## src/rtl/j1_boot_loader.sv

```systemverilog
// Byte-stream program loader for the J1 RAM port B; holds the core in reset until a frame loads.
// Optional checksum byte and ERROR state enabled by defining J1_LOADER_CHECKSUM_EN.
module j1_boot_loader #(
    parameter logic [15:0] BASE_ADDR = 16'h0000,
    parameter logic [7:0]  SYNC_BYTE = 8'hA5
) (
    input  logic        clock,
    input  logic        reset,
    input  logic        in_valid,
    input  logic [7:0]  in_data,
    output logic        in_ready,
    output logic        ram_write,
    output logic [15:0] ram_addr,
    output logic [15:0] ram_data,
    output logic        cpu_reset,
    output logic        done,
    output logic        error
);

    localparam logic [2:0] S_IDLE    = 3'd0;
    localparam logic [2:0] S_LEN_LO  = 3'd1;
    localparam logic [2:0] S_LEN_HI  = 3'd2;
    localparam logic [2:0] S_DATA_LO = 3'd3;
    localparam logic [2:0] S_DATA_HI = 3'd4;
    localparam logic [2:0] S_CSUM    = 3'd5;
    localparam logic [2:0] S_DONE    = 3'd6;
    localparam logic [2:0] S_ERROR   = 3'd7;

    logic [2:0]  state;
    logic [15:0] len;
    logic [15:0] count;
    logic [7:0]  lo;
    logic        xfer;

    // Bytes are never back-pressured; only the reset cycle refuses input.
    assign in_ready = ~reset;
    assign xfer     = in_valid & in_ready;

`ifdef J1_LOADER_CHECKSUM_EN
    logic [7:0] sum;

    function automatic logic [7:0] csum_add(input logic [7:0] acc, input logic [7:0] b);
        return acc + b;
    endfunction
`endif

    always_ff @(posedge clock) begin
        if (reset) begin
            state     <= S_IDLE;
            ram_write <= 1'b0;
            ram_addr  <= 16'h0000;
            ram_data  <= 16'h0000;
            cpu_reset <= 1'b1;
            done      <= 1'b0;
            error     <= 1'b0;
            len       <= 16'h0000;
            count     <= 16'h0000;
            lo        <= 8'h00;
`ifdef J1_LOADER_CHECKSUM_EN
            sum       <= 8'h00;
`endif
        end else begin
            ram_write <= 1'b0;
            if (xfer) begin
                case (state)
                    S_IDLE: begin
                        if (in_data == SYNC_BYTE) state <= S_LEN_LO;
                    end
                    S_LEN_LO: begin
                        len[7:0] <= in_data;
                        state    <= S_LEN_HI;
                    end
                    S_LEN_HI: begin
                        len[15:8] <= in_data;
                        count     <= 16'h0000;
`ifdef J1_LOADER_CHECKSUM_EN
                        sum       <= 8'h00;
                        if ({in_data, len[7:0]} == 16'h0000) state <= S_CSUM;
                        else                                 state <= S_DATA_LO;
`else
                        if ({in_data, len[7:0]} == 16'h0000) begin
                            state     <= S_DONE;
                            done      <= 1'b1;
                            error     <= 1'b0;
                            cpu_reset <= 1'b0;
                        end else begin
                            state <= S_DATA_LO;
                        end
`endif
                    end
                    S_DATA_LO: begin
                        lo    <= in_data;
`ifdef J1_LOADER_CHECKSUM_EN
                        sum   <= csum_add(sum, in_data);
`endif
                        state <= S_DATA_HI;
                    end
                    S_DATA_HI: begin
                        // Address wraps naturally in 16 bits.
                        ram_write <= 1'b1;
                        ram_data  <= {in_data, lo};
                        ram_addr  <= BASE_ADDR + count;
                        count     <= count + 16'd1;
`ifdef J1_LOADER_CHECKSUM_EN
                        sum       <= csum_add(sum, in_data);
                        if (count + 16'd1 == len) state <= S_CSUM;
                        else                      state <= S_DATA_LO;
`else
                        if (count + 16'd1 == len) begin
                            state     <= S_DONE;
                            done      <= 1'b1;
                            error     <= 1'b0;
                            cpu_reset <= 1'b0;
                        end else begin
                            state <= S_DATA_LO;
                        end
`endif
                    end
`ifdef J1_LOADER_CHECKSUM_EN
                    S_CSUM: begin
                        if (in_data == sum) begin
                            state     <= S_DONE;
                            done      <= 1'b1;
                            error     <= 1'b0;
                            cpu_reset <= 1'b0;
                        end else begin
                            state     <= S_ERROR;
                            done      <= 1'b0;
                            error     <= 1'b1;
                            cpu_reset <= 1'b1;
                        end
                    end
`endif
                    S_DONE, S_ERROR: begin
                        // A new SYNC restarts the load and re-holds the core.
                        if (in_data == SYNC_BYTE) begin
                            state     <= S_LEN_LO;
                            cpu_reset <= 1'b1;
                            done      <= 1'b0;
                            error     <= 1'b0;
                        end
                    end
                    default: state <= S_IDLE;
                endcase
            end
        end
    end

endmodule
```

## config.mk

```make
export PLATFORM = sky130hd
export DESIGN_NAME = j1_boot_loader
export DESIGN_NICKNAME = d
export VERILOG_FILES = /design/src/rtl/j1_boot_loader.sv
export SDC_FILE = /design/constraint.sdc
export NUM_CORES = 1
export LEC_CHECK = 0
export CORE_MARGIN = 1.5
export CORE_UTILIZATION = 50
export DETAILED_ROUTE_END_ITERATION = 7
export GPL_TIMING_DRIVEN = 0
export PLACE_DENSITY_LB_ADDON = 0.2
export SLEW_MARGIN = 20
export SYNTH_ARGS = -nofsm -noshare
export SYNTH_HDL_FRONTEND = slang
export SYNTH_SLANG_ARGS = --single-unit
```

## constraint.sdc

```tcl
create_clock -name clock -period 2.7 [get_ports clock]
set_clock_uncertainty 0.05 [all_clocks]
set_input_delay 0.405 -clock clock [delete_from_list [all_inputs] [get_ports clock]]
set_output_delay 0.405 -clock clock [all_outputs]
set_load 0.005 [all_outputs]
```

==> results of run 1 <==
==> layout by cell type, fill, tap and decap left out, drive strengths merged, types with 9 or more instances in the layout <==
cell and count:
nor2 22, buf 13, nor3 9, xnor2 12, o21ai 46, a21oi 16
nand3 37, nor2b 9, clkdlybuf4s50 45, dfxtp 78, inv 10, nand4 9
clkbuf 32, nand2 125
==> Yosys cell counts, drive strengths merged (5+ instances only) <==
| cell | instances | area [um2] |
|---|---|---|
| xnor2 | 12 | 105 |
| dfxtp | 78 | 1560 |
| xor2 | 5 | 43.8 |
| inv | 8 | 30.0 |
| nand3 | 37 | 203 |
| nand4 | 9 | 77.6 |
| nand2 | 125 | 469 |
| buf | 13 | 73.8 |
| o21ai | 46 | 230 |
| or3 | 5 | 31.3 |
| a22oi | 6 | 45.0 |
| o31ai | 5 | 37.5 |
| a21oi | 16 | 80.1 |
| nor3 | 9 | 55.1 |
| clkbuf | 22 | 82.6 |
| nor2b | 9 | 56.3 |
| nor4 | 5 | 52.6 |
| nor2 | 22 | 82.6 |
==> metal layers <==
metal | vias up | GRT usage | share of wire
li1 | 1759 | - | -
met1 | 1663 | 0.373 | 0.46
met2 | 162 | 0.426 | 0.46
met3 | 12 | 0.0541 | 0.068
met4 | 0 | 0.0952 | 0.013
met5 | - | 0 | 0
==> registers in the layout (all words and copies together) (netlist names) <==
name and cells:
len 16, cpu_reset 1, lo 8, count 16, ram_data 16, ram_write 1, done 1, state 3
ram_addr 16
==> tightest hold or removal path, delay by kind of cell, from the launching register on <==
family           cells  cell delay (ns)
DFF                  1             0.32
and+or+nand+nor      2             0.10
==> cells by family after synthesis <==
kind of cell,count (synthesis),share of synthesized area
DFF,78,0.423
AOI/OAI and AO/OA,95,0.158
other,1,0.00102
buffers and inverters,43,0.0506
xor gates and xnor gates,18,0.0465
adders and majority gates,1,0.00339
and+or+nand+nor,240,0.317
==> power groups by stage <==
stage / combinational (mW) / sequential, mW / clock [mW]
final: 0.0777 / 1.15 / 0.928
after global placement: 0.0750 / 1.18 / 0
after floorplan: 0.0355 / 1.18 / 0
after detailed placement: 0.0759 / 1.18 / 0
after global routing: 0.0842 / 1.15 / 0.982
after CTS: 0.0767 / 1.15 / 0.935
==> through the flow <==
step	cell area [um2]	hold slack, ns	TNS, ns	cells
2_1_floorplan	3690	0.365	0	476
3_3_place_gp	4260	0.383	-15.85	620
3_5_place_dp	4260	0.387	-17.87	620
4_1_cts	4480	0.403	0	636
5_1_grt	4490	0.419	0	637
6_report	4490	0.403	0	637
==> worst min path at each step <==
stage | from | endpoint | slack [ns] | cells past startpoint
floorplan | lo[0] | ram_data[0] | 0.37 | 2
finish | ram_addr[13] | ram_addr[13] | 0.40 | 2
global route | lo[0] | ram_data[0] | 0.42 | 2
CTS | lo[7] | ram_data[7] | 0.40 | 2
detailed placement | lo[1] | ram_data[1] | 0.39 | 2
global placement | lo[7] | ram_data[7] | 0.38 | 2
==> cell type report <==
cell class	instances	area [um2]	area share
clock inverter	7	81.3	0.0181
multi-input combinational	355	1950	0.434
timing repair buffer	46	458	0.102
sequential	78	1560	0.348
clock buffer	9	124	0.0276
tap	99	124	0.0276
buffer	35	165	0.0368
inverter	8	30.0	0.00668
==> repair_timing <==
action,in CTS,in global routing
gates cloned,0,0
setup endpoints to repair,32,37
resized for setup,4,9
hold buffers,0,0
pin swaps,0,1
buffers inserted,0,1
==> metrics, run 1 <==
outcome complete, no violations; Clk pwr share 0.430; CP max stage delay approximately 0.53 ns; DR iter-0 viols roughly 260; pwr/cell area 481 nW/um2; CTS tree built; gpl congestion between 0.9 and 1; clk sink count 78; Buf/Inv on CP 1; Final setup viols 0; Starting Density 0.514; routed vias/inst around 5.6; Placement Setup Slack -0.512 ns; register area share after synthesis 0.423; EDFF count, synth 0; Final period util 0.936; Critical Path Start count[4]; Async S/R FF share, synth 0; setup slack, reg-to-reg around 0.17 ns; wire per inst 15.8 um; Total Power 2.16 mW; max-cap violation count 0; fin worst setup slack roughly 0.17 ns; Rel. slew slack 0.567; Syn Nets 488; DRC viols 0; Logic pwr share 0.036; leakage ~1.7 nW; FP Rows 31; sequential share of power 0.534; crit path cell chain buf_2 > nand4_2 > or4_4 > xnor2_1 > a2111oi_2 > nand4_1 > a221o_1; Top delay family on crit path simple AND/OR/NAND/NOR gates; H-tree depth 3; Startpoint Class flip-flop; switching share of total power 0.252; Critical-path top delay cell or4_4; Congestion Overflow GR 0; first-pass GRT wire length 16,200 um; Vias about 3.6k; Die W between 80 and 90 um; layout cells sized above 1 0.0892; Post-DRT Antenna Nets 0; clk_lat worst skew between 0.3 and 0.4 ns; RR Startpoint count[4]; drt pass-1 iters 5; Crit path arrival time around 2.7 ns; synth warn 0; fmax just under 0.4 GHz; ys flop type dfxtp_1; Reg-to-Reg End cpu_reset; Detail Placement HPWL 6860 um; Yosys reg bits 78; Detailed Route WL 10,100 um; Avg Cell Area, Syn 7.75 um2; crit path time final around 2.5 ns; Pint 1.62 mW; # diodes 0; Area Growth Syn to Fin 21.9%; Port Buffers 45; DIE AREA about 7900 um2; synthesized instance count between 400 and 500; Setup crit end kind flip-flop; NetSw roughly 0.54 mW; VDD IR max about 0.34 mV; core area ~7200 um2; critical path peak fanout 10; All-Layer GR Usage 0.272; Filler Cell Count 668; CTS max path bufs 2; Max Slew Vio Count 0; Hold Fails Final Rpt 0; unrepaired setup endpoints after global routing false; Setup CP Type flip-flop to flip-flop; worst slew pin tran ~0.65 ns; Worst-path clk slew approximately 0.09 ns; Crit. path cell count 7; fin nets roughly 550; Distinct cells, synth 57; overall die height slightly below 90 um; Inserted Clock Buffers 9; vias in the first global route approximately 3.3k; clock root buffer clkbuf_8; I/O Pins between 40 and 50; worst-case reg-to-reg path depth 7; CP required ~2.9 ns; largest net degree at the start of global routing 16; initial antenna violation count 0; Worst Hold Class flip-flop to flip-flop; final core utilization 0.626; Cell Area, Synth about 3700 um2; crit path to cpu_reset
No activity file was read; power rests on OpenSTA's default activity.
==> inputs of run 2 (changes only) <==
- MAX_ROUTING_LAYER: default -> met4
==> metrics, run 2 (synthesis results as in run 1) <==
setup TNS 0 ns (unchanged); Startpoint Class flip-flop (unchanged); outcome complete, no violations (unchanged); gpl congestion 0.982 (was 0.960); Crit path arrival time 2.80 ns (was 2.73 ns); wire per inst 16.0 um (was 15.8 um); Final setup viols 0 (unchanged); fin nets 545 (unchanged); Design Area, Final 4550 um2 (was 4490 um2); Port Buffers 45 (unchanged); Final period util 0.962 (was 0.936); I/O Pins 48 (unchanged); clk sink count 78 (unchanged); switching share of total power 0.221 (was 0.252); Placed Area 4260 um2 (unchanged); CTS tree built (unchanged); pwr/cell area 514 nW/um2 (was 481 nW/um2); All-Layer GR Usage 0.284 (was 0.272); hold buffers post-CTS 0 (unchanged); VDD IR max 0.339 mV (was 0.342 mV); NetSw 0.518 mW (was 0.544 mW); unrepaired setup endpoints after global routing false (unchanged); Clk pwr share 0.475 (was 0.430); H-tree depth 3 (unchanged); Area Growth Syn to Fin 23.5% (was 21.9%); commonest non-fill, non-tap cell in the layout nand2_1 (unchanged); Hold WS 0.402 ns (was 0.403 ns); Worst-path clk slew 0.08 ns (was 0.09 ns); Rel. slew slack 0.531 (was 0.567); CTS max path bufs 2 (unchanged); Vias 3,639 (was 3,596); Die W 88.9 um (unchanged); first-pass GRT wire length 16,500 um (was 16,200 um); Worst Hold Class flip-flop to flip-flop (unchanged); Detail Placement HPWL 6990 um (was 6860 um); Max Slew Vio Count 0 (unchanged); Starting Density 0.514 (unchanged); Congestion Overflow GR 0 (unchanged); Inserted Clock Buffers 9 (unchanged); initial antenna violation count 0 (unchanged); vias in the first global route 3,374 (was 3,302); Setup crit end kind flip-flop (unchanged); # diodes 0 (unchanged); drt pass-1 iters 5 (unchanged); crit path time final 2.60 ns (was 2.53 ns); FP Rows 31 (unchanged); critical path peak fanout 9 (was 10); Setup CP Type flip-flop to flip-flop (unchanged); fmax 0.385 GHz (was 0.396 GHz); Placement Setup Slack -0.450 ns (was -0.512 ns); final core utilization 0.635 (was 0.626); Post-DRT Antenna Nets 0 (unchanged); DIE AREA 7900 um2 (unchanged); core area 7180 um2 (unchanged); Logic pwr share 0.033 (was 0.036); max-cap violation count 0 (unchanged); leakage 1.74 nW (was 1.69 nW); worst slew pin tran 0.701 ns (was 0.648 ns); sequential share of power 0.492 (was 0.534); most frequent cells in the layout nand2_1 (125), dfxtp_1 (78), o21ai_0 (46) (was nand2_1 (125), dfxtp_1 (77), o21ai_0 (46)); clk_lat worst skew 0.36 ns (about the same); fin worst setup slack 0.103 ns (was 0.173 ns); DRC viols 0 (unchanged); Hold Fails Final Rpt 0 (unchanged); layout cells sized above 1 0.0855 (was 0.0892); Detailed Route WL 10,200 um (was 10,100 um); largest net degree at the start of global routing 15 (was 16); routed vias/inst 5.71 (was 5.65); DR iter-0 viols 319 (was 258); clock root buffer clkbuf_8 (unchanged); CP required 2.90 ns (about the same); Pint 1.82 mW (was 1.62 mW); overall die height 88.9 um (unchanged)
## run 2: changes by cell type in the layout (fill, tap and decap cells not counted), sizes merged
cell	previous run	this run
bufinv	1	3
clkinvlp	3	1
buf	13	14
inv	10	9
## run 2: critical path, stage by stage, from the launching register on
cell and delay, ns:
dfxtp_1 0.50, ha_2 0.30, nand3_4 0.17, nor4_4 0.34, xnor2_1 0.14, a2111oi_2 0.35
nand4_1 0.26, a221o_1 0.37
## run 2: metal layers
layer	wire length, um	GRT usage	share of wire
met5	0	-	0
met4	314	0.145	0.031
met3	678	0.0457	0.066
met2	4640	0.424	0.45
met1	4570	0.371	0.45
## run 2: power groups by stage
stage / combinational (mW) / sequential [mW] / clock [mW]
2_1_floorplan: 0.0355 / 1.18 / 0
3_3_place_gp: 0.0751 / 1.18 / 0
3_5_place_dp: 0.0754 / 1.18 / 0
4_1_cts: 0.0762 / 1.15 / 1.12
5_1_grt: 0.0838 / 1.15 / 1.17
6_report: 0.0777 / 1.15 / 1.11
## run 2: repair_timing
| action | 4_1_cts | 5_1_grt |
|---|---|---|
| setup buffers | 0 | 1 |
| endpoints found under the setup margin | 26 | 34 |
| gates resized for setup | 4 | 9 |
| pin swaps | 0 | 1 |
## run 2: worst paths after layout
| path | slack [ns] | start | depth (start not counted) | endpoint |
|---|---|---|---|---|
| max | 0.10 | count[0] | 7 | cpu_reset |
| min | 0.40 | lo[2] | 2 | ram_data[2] |
| max reg2reg | 0.10 | count[0] | 7 | cpu_reset |
| min reg2reg | 0.40 | lo[2] | 2 | ram_data[2] |
## run 2: final cells by class
type,instances,area (um2)
clock inverter,6,118
buffer,35,164
timing repair buffer,46,458
multi-input combinational,355,1960
clock buffer,10,138
sequential,78,1560
inverter,8,30.0
tap,99,124
fill,638,2620
## run 2: stage by stage
step	std cells	total power, mW
floorplan	476	1.22
global placement	620	1.26
detailed placement	620	1.26
CTS	636	2.35
global route	637	2.41
finish	637	2.34
==> inputs of run 3 (changes only) <==
- CORE_UTILIZATION: 50 -> 37
==> metrics, run 3 (synthesis results as in run 1) <==
switching share of total power 0.254 (was 0.221); clk sink count 78 (unchanged); fin nets 545 (unchanged); most frequent CP cell clkbuf_1; Total Power 2.19 mW (was 2.34 mW); CP max stage delay 0.59 ns (was 0.50 ns); CTS tree built (unchanged); routed vias/inst 5.24 (was 5.71); Worst-path clk slew 0.09 ns (was 0.08 ns); Inserted Clock Buffers 9 (unchanged); Rel. slew slack 0.559 (was 0.531); Post-DRT Antenna Nets 0 (unchanged); Clk pwr share 0.436 (was 0.475); Area Growth Syn to Fin 23.5% (about the same); met1 usage 0.285 (was 0.371); sequential share of power 0.528 (was 0.492); Worst Hold Class flip-flop to flip-flop (unchanged); H-tree depth 3 (unchanged); Vias 3,519 (was 3,639); Die W 103 um (was 88.9 um); core area 9730 um2 (was 7180 um2); fmax 0.384 GHz (was 0.385 GHz); Setup crit end kind output port (was flip-flop); crit path time final 2.60 ns (about the same); hold buffers post-CTS 0 (unchanged); Max Slew Vio Count 0 (unchanged); Detail Placement HPWL 7310 um (was 6990 um); fin worst setup slack 0.0957 ns (was 0.103 ns); cell count after placement 654 (was 620); setup TNS 0 ns (unchanged); gpl congestion 0.896 (was 0.982); clock root buffer clkbuf_8 (unchanged); largest net degree at the start of global routing 17 (was 15); All-Layer GR Usage 0.215 (was 0.284); Detailed Route WL 10,400 um (was 10,200 um); Placement Setup Slack -0.569 ns (was -0.450 ns); M2 GR Usage 0.344 (was 0.424); initial antenna violation count 0 (unchanged); Hold Fails Final Rpt 0 (unchanged); overall die height 103 um (was 88.9 um); drt pass-1 iters 4 (was 5); DRC viols 0 (unchanged); Port Buffers 45 (unchanged); GR Util met3 0.0380 (was 0.0457); Logic pwr share 0.036 (was 0.033); layout cells sized above 1 0.0855 (unchanged); # diodes 0 (unchanged); Final period util 0.965 (was 0.962); Startpoint Class primary input (was flip-flop); wire per inst 15.5 um (was 16.0 um); most frequent cells in the layout nand2_1 (125), dfxtp_1 (78), o21ai_0 (46) (unchanged); NetSw 0.555 mW (was 0.518 mW); first-pass GRT wire length 16,900 um (was 16,500 um); final core utilization 0.468 (was 0.635); Final setup viols 0 (unchanged); clk_lat worst skew 0.35 ns (was 0.36 ns); CTS max path bufs 2 (unchanged); setup slack, reg-to-reg 0.13 ns (was 0.10 ns); VDD IR max 0.247 mV (was 0.339 mV); busiest grt layer met2 (unchanged); Filler Cell Count 992 (was 638); Setup CP Type primary input to output port (was flip-flop to flip-flop); worst slew pin tran 0.657 ns (was 0.701 ns); commonest non-fill, non-tap cell in the layout nand2_1 (unchanged); Starting Density 0.379 (was 0.514); Critical-path top delay cell clkdlybuf4s50_1 (was dfxtp_1); critical path peak fanout 10 (was 9); I/O Pins 48 (unchanged); Pint 1.63 mW (was 1.82 mW); max-cap violation count 0 (unchanged); vias in the first global route 3,333 (was 3,374); DIE AREA 10,600 um2 (was 7900 um2); crit path cell chain clkbuf_1 > inv_1 > clkbuf_1 > buf_1 > clkdlybuf4s50_1 (was ha_2 > nand3_4 > nor4_4 > xnor2_1 > a2111oi_2 > nand4_1 > a221o_1); FP Rows 36 (was 31); Crit path arrival time 2.15 ns (was 2.80 ns); pwr/cell area 480 nW/um2 (was 514 nW/um2); Congestion Overflow GR 0 (unchanged); outcome complete, no violations (unchanged); leakage 1.72 nW (was 1.74 nW); DR iter-0 viols 139 (was 319); unrepaired setup endpoints after global routing false (unchanged); Layout Cells excl Fill 671 (was 637); CP required 2.25 ns (was 2.90 ns)
## run 3: cell count changes in the layout (fill, tap and decap cells not counted)
cell        previous run  this run
bufinv_16              3         1
clkbuf_8              10         9
clkinvlp_4             1         0
clkinv_4               1         2
inv_8                  1         3
inv_6                  0         1
## run 3: final cells by class
cell class                      instances  area [um2]  share of cell area
Buffer                                 35         164              0.0360
Inverter                                8        30.0             0.00659
Multi-Input combinational cell        355        1960               0.431
Clock inverter                          7        90.1              0.0198
Sequential cell                        78        1560               0.343
Clock buffer                            9         124              0.0272
Timing Repair Buffer                   46         458               0.101
Tap cell                              133         166              0.0365
## run 3: critical path, delay by kind of cell
family	cells	cell delay, ns
buffers and inverters	5	1.75
## run 3: routing by layer
metal | part of all wire | vias to the layer above
li1 | - | 1758
met1 | 0.48 | 1647
met2 | 0.46 | 105
met3 | 0.047 | 9
met4 | 0.011 | 0
met5 | 0 | -
## run 3: path summary, 6_finish.rpt
kind | endpoint | cells after the start | start
setup / recovery | in_ready | 5 | reset
hold / removal | ram_data[7] | 2 | lo[7]
setup reg to reg | cpu_reset | 7 | count[0]
hold reg to reg | ram_data[7] | 2 | lo[7]
## run 3: power groups by stage
stage | logic (mW) | registers [mW] | clock network, mW
after floorplan | 0.0355 | 1.18 | 0
after global placement | 0.0764 | 1.18 | 0
after detailed placement | 0.0773 | 1.18 | 0
after CTS | 0.0780 | 1.15 | 0.974
after global routing | 0.0855 | 1.15 | 1.01
final | 0.0786 | 1.15 | 0.954
## run 3: metrics by stage
step	hold slack, ns	cell area (um2)
after floorplan	0.365	3690
after global placement	0.386	4300
after detailed placement	0.387	4300
after CTS	0.396	4530
after global routing	0.423	4560
final	0.393	4560
## run 3: repair_timing
item                                    CTS  global route
buffers inserted                          0             1
cloned                                    0             0
gates resized for setup                   6             5
pin swaps                                 0             1
endpoints found under the setup margin   32            34
